File: src/rtl/bitcounter_param.sv
// ----------------------------------------------------------------------------
// bitcounter_param
// Counts the set bits (mode = 0) or the clear bits (mode = 1) of a WIDTH-bit
// operand. The operand is latched into a shift register A; each cycle in
// S_SHIFT the LSB is added into result and A shifts right. The count ends as
// soon as A reaches zero, so the latency depends on the highest set bit.
//
// Handshake: start is a level request, sampled only in S_IDLE and S_DONE.
//   - In S_IDLE, start = 1 loads the operand and begins a count.
//   - done stays high in S_DONE until start has been seen low, so a request
//     held high cannot re-trigger a second count.
//   - result is valid while done = 1, and holds its value until the next load.
//
// Ports:
//   clock      in   rising-edge system clock
//   reset_n    in   asynchronous active-low reset
//   start      in   level request
//   mode       in   0 = count ones, 1 = count zeros (latched at load)
//   data_in    in   [WIDTH-1:0] operand (latched at load)
//   ready      out  high in S_IDLE
//   busy       out  high in S_SHIFT
//   done       out  high in S_DONE
//   result     out  [CNT_W-1:0] bit count
//   dbg_state  out  [1:0] current FSM state encoding (debug visibility)
// ----------------------------------------------------------------------------
module bitcounter_param #(
   parameter int WIDTH = 8,
   parameter int CNT_W = $clog2(WIDTH + 1)
) (
   input  logic             clock,
   input  logic             reset_n,
   input  logic             start,
   input  logic             mode,
   input  logic [WIDTH-1:0] data_in,
   output logic             ready,
   output logic             busy,
   output logic             done,
   output logic [CNT_W-1:0] result,
   output logic [1:0]       dbg_state
);

   typedef enum logic [1:0] {
      S_IDLE  = 2'd0,
      S_SHIFT = 2'd1,
      S_DONE  = 2'd2
   } state_t;

   state_t           state_q, state_d;
   logic [WIDTH-1:0] a_q, a_d;
   logic [CNT_W-1:0] result_q, result_d;

   // Next-state and datapath.
   always_comb begin
      state_d  = state_q;
      a_d      = a_q;
      result_d = result_q;
      case (state_q)
         S_IDLE: begin
            if (start) begin
               // Counting zeros is counting ones of the inverted operand.
               a_d      = mode ? ~data_in : data_in;
               result_d = '0;
               state_d  = S_SHIFT;
            end
         end
         S_SHIFT: begin
            if (a_q == '0) begin
               state_d = S_DONE;
            end else begin
               a_d = a_q >> 1;
               if (a_q[0]) begin
                  result_d = result_q + CNT_W'(1);
               end
            end
         end
         S_DONE: begin
            // Wait for start to drop before accepting another request.
            if (!start) begin
               state_d = S_IDLE;
            end
         end
         default: begin
            state_d = S_IDLE;
         end
      endcase
   end

   always_ff @(posedge clock or negedge reset_n) begin
      if (!reset_n) begin
         state_q  <= S_IDLE;
         a_q      <= '0;
         result_q <= '0;
      end else begin
         state_q  <= state_d;
         a_q      <= a_d;
         result_q <= result_d;
      end
   end

   // Moore outputs decoded from state only.
   assign ready     = (state_q == S_IDLE);
   assign busy      = (state_q == S_SHIFT);
   assign done      = (state_q == S_DONE);
   assign result    = result_q;
   assign dbg_state = state_q;

endmodule

File: config.mk
export PLATFORM = sky130hd
export DESIGN_NAME = bitcounter_param
export DESIGN_NICKNAME = d
export VERILOG_FILES = /design/src/rtl/bitcounter_param.sv
export SDC_FILE = /design/constraint.sdc
export NUM_CORES = 1
export LEC_CHECK = 0
export ABC_AREA = 1
export BUFFER_PORTS_ARGS = -buffer_cell sky130_fd_sc_hd__clkbuf_2
export CAP_MARGIN = 30
export CORE_MARGIN = 2
export CORE_UTILIZATION = 54
export CTS_CLUSTER_SIZE = 30
export DETAILED_ROUTE_END_ITERATION = 6
export PLACE_DENSITY = 0.81
export SLEW_MARGIN = 20
export SYNTH_ARGS = -nofsm -noshare
export SYNTH_HDL_FRONTEND = slang
export SYNTH_SLANG_ARGS = --single-unit
File: constraint.sdc
create_clock -name clock -period 3.6 [get_ports clock]
set_input_delay 0.9 -clock clock [delete_from_list [all_inputs] [get_ports clock]]
set_output_delay 0.9 -clock clock [all_outputs]
set_load 0.01 [all_outputs]
# After elaboration in Yosys (flattened, before gate mapping)
# Index checks and enable logic that the tools add are counted.
# totals
output_inout_bits,9
inputBits,12
word_cells,30
ff_bits,14
# op_classes
reduce_logical,6
bitwise_logic,1
muxes,12
eq_ne,7
addsub,1
# op_table
op,n
$mux 8,3
$pmux 8 s2,1
$mux 4,3
$logic_not 8->1,1
$not 8->8,1
$pmux 4 s2,1
$mux 2,3
$ne 2x2->1 const B,3
$pmux 2 s3,1
$reduce_and 3->1,2
$add 4x1->4 const B,1
$ne 2x1->1 const B,2
$reduce_and 4->1,1
$eq 2x1->1 const B,1
$eq 2x2->1 const B,1
$logic_not 2->1,1
$reduce_bool 2->1,1

# Depth between registers and ports, before layout
# depth
word_depth,4
ltp_mapped,7
depth_no_buf,7

# Worst setup path before layout
# OpenSTA, ideal clock, no wires.
# synth_path
kind,register to output
from,"reg state_q[1], in the netlist dbg_state[1]"
to,out busy
n_path_buf,1
arrival_time_ps,855
t_required_ps,2700
stages_incl_launch_ff,5
slack_ps,1845
cell_sequence,dfrtp_1 inv_2 nand2_4 inv_4 buf_6
# synth_via
elab_chain_len,1
# synth_rtl
item,line,text
start: declaration,48,"state_t state_q, state_d;"
start signal: assignment,94,state_q <= state_d;
$eq 2x1->1,102,assign busy = (state_q == S_SHIFT);
end: declaration,36,"output logic busy,"
# No other way between the ends.

# Worst setup path in the final report
# Same ends and word-level chain as after synthesis.

==> flow_metrics.py <==
metrics = {
    "run_status": {
        "status": "finished clean",
    },
    "final_layout": {
        "fin_util_pct": 65.5,
        "finalNonFillerCells": 137,
        "multi_input_area_um2": 432,
        "nets": 135,
        "area_delta_synth_final_pct": 17.0,
        "diodes": 0,
        "seq_area_um2": 350,
        "final_layout_size_suffix_gt1_share_pct": 26.4,
        "fillerInstances": 139,
    },
    "logic_synthesis": {
        "synth_fa_ha_area_share_pct": 1.52,
        "synth_top_family_by_area": "simple AND/OR/NAND/NOR gates",
        "syn_area_um2": 823,
        "yosysSeqAreaShare_pct": 42.6,
        "syn_nets": 112,
        "ys_types": 19,
        "syn_area_per_cell_um2": 8.32,
        "synth_compound_area_share_pct": 11.6,
        "synth_mux_area_share_pct": 0,
        "yosys.area_share.xor_xnor_pct": 9.57,
        "synth_cells": 99,
        "synth-simple-area-share_pct": 29.8,
        "ys_ff_latch": 14,
        "ys_warn_count": 0,
    },
    "pwr": {
        "leakage_nw": 0.484,
        "pwr-share-clk_pct": 13.5,
        "p_sw_share_pct": 47.8,
        "pwr-share-comb_pct": 53.8,
        "p_total_mw": 0.864,
        "internal_power_mw": 0.451,
        "ir_drop_v": 0.000468,
        "power_switching_mw": 0.412,
        "pwr-share-seq_pct": 32.6,
        "pwr_density_cell_mw_per_mm2": 896,
    },
    "route": {
        "vias": 726,
        "drc": 0,
        "wl_per_cell_um": 11.3,
        "drt_iter0_drc": 17,
        "vias_per_cell": 5.30,
        "wirelength_um": 1550,
        "firstDrtPassIters": 5,
        "ant_nets": 0,
    },
    "global_route": {
        "grt_pass1_wl_um": 2820,
        "antenna_found_initial": 0,
        "grt_pass1_vias": 661,
        "grt_max_degree": 19,
        "gr-total-overflow": 0,
        "gr-usage-all-layers_pct": 20.4,
    },
    "worst_setup_path": {
        "required_ns": 2.70,
        "setup.worst_path.end_class": "output pin",
        "cp.arrival_ns": 1.24,
        "critPathKind": "reg -> out",
        "critPathLaunchType": "register",
        "crit_fanout": 18,
    },
    "clocking": {
        "numCtsBuffers": 3,
        "postCtsSetupBuffers": 0,
        "cts_hold_buf": 0,
        "cts_tree": "built",
        "root_buffer": "clkbuf_4",
        "cts.clk_slew.worst_paths_ns": 0.09,
        "cts_resized": 0,
        "clock_path_buffers": 2,
        "cts_sinks": 14,
        "h-tree-depth": 1,
        "clk_latency_ns": 0.28,
    },
    "die": {
        "die_h_um": 43.0,
        "core_area_mm2": 0.00147,
        "start_util_pct": 56.0,
        "die_area_mm2": 0.00185,
        "rows": 14,
        "die_x_um": 43.0,
        "ios": 21,
    },
    "sta": {
        "min_period_ns": 2.14,
        "setup_tns_ns": 0,
        "hold_viol": 0,
        "slew_violations": 0,
        "worst_pin_slew_ns": 0.355,
        "fmax_mhz": 467,
        "fin_skew_ns": 0.00287,
        "period_share_pct": 59.5,
        "fin_ws_ns": 1.46,
        "max-slew-margin-rel_pct": 76.3,
        "rsz0062_at_grt": "false",
        "setup_viol_count_final": 0,
    },
    "run": {
        "max_cap_viol_count": 0,
    },
    "placement": {
        "post-place-ws_ns": 1.77,
        "port_buffers": 20,
        "dp_hpwl_um": 1150,
        "routabilityCongestion": 0.773,
        "dp_cells": 133,
    },
    "hold_path": {
        "min_path_type": "in -> async",
    },
}
[logic make-up after synthesis]
logic type | Yosys count
xor gates and xnor gates | 9
DFF | 14
and+or+nand+nor | 53
AOI/OAI and AO/OA | 14
buffers and inverters | 8
adders and majority gates | 1
[cell usage in the layout (no fill, tap or decap), drive strengths merged]
master  count
ha          1
xor2        1
nand3      13
clkbuf     24
dfrtp      14
inv         6
nand2      30
nor2       10
a21oi       1
xnor2       8
o21ai      12
o31ai       1
[sequential cells by signal (all words and copies together) (netlist names)]
| register | flops |
|---|---|
| dbg_state | 2 |
| a_q | 8 |
| result | 4 |
[cell usage after synthesis (all sizes together)]
library cell  count  area share, %
nand2            30             16
dfrtp            14             43
nand3            13            7.9
o21ai            12            8.7
nor2             10            5.5
xnor2             8            8.5
inv               6            3.0
buf               2            2.0
a21oi             1            2.0
ha                1            1.5
o31ai             1           0.91
xor2              1            1.1
[metal layers]
layer | up-vias | share of wire [%] | GRT usage, %
met4 | 0 | 1.2 | 9.09
met3 | 2 | 5.0 | 5.11
li1 | 366 | - | -
met5 | - | 0 | 0
met1 | 337 | 45 | 26.0
met2 | 21 | 49 | 32.7
[final timing paths]
| kind | startpoint | endpoint | slack [ns] | depth (start not counted) |
|---|---|---|---|---|
| min reg2reg | a_q[2] | a_q[2] | 0.55 | 2 |
| max | dbg_state[1] | busy | 1.46 | 4 |
| max reg2reg | a_q[3] | a_q[1] | 2.29 | 6 |
| max in group asynchronous | reset_n | a_q[1] | 2.84 | 1 |
| min | reset_n | dbg_state[1] | 0.51 | 1 |
| min in group clock | a_q[2] | a_q[2] | 0.55 | 2 |
[stage by stage]
stage          hold WS [ns]  instance area (um^2)
4_1_cts               0.518                   963
3_3_place_gp          0.518                   927
3_5_place_dp          0.525                   927
6_report              0.506                   963
2_1_floorplan         0.492                   823
5_1_grt               0.519                   963
[power groups by stage]
stage	registers [mW]	logic, mW	clock network (mW)
after floorplan	0.284	0.366	0
after global placement	0.282	0.456	0
after detailed placement	0.285	0.468	0
after CTS	0.282	0.472	0.119
after global routing	0.290	0.529	0.126
final	0.282	0.465	0.117
[worst max-delay path, stage by stage, from the launching register on]
cell and delay (ns):
dfrtp_1 0.44, inv_2 0.10, nand2_4 0.08, inv_4 0.17, clkbuf_2 0.16
[layout make-up]
class                   instances  area share, %
inverters                       6           2.60
well taps                      16           2.08
clock buffers                   4           3.77
flip-flops and latches         14           36.4
multi-input cells              77           44.8
repair buffers                 20           10.4
Power figures use the tool's default switching activity.
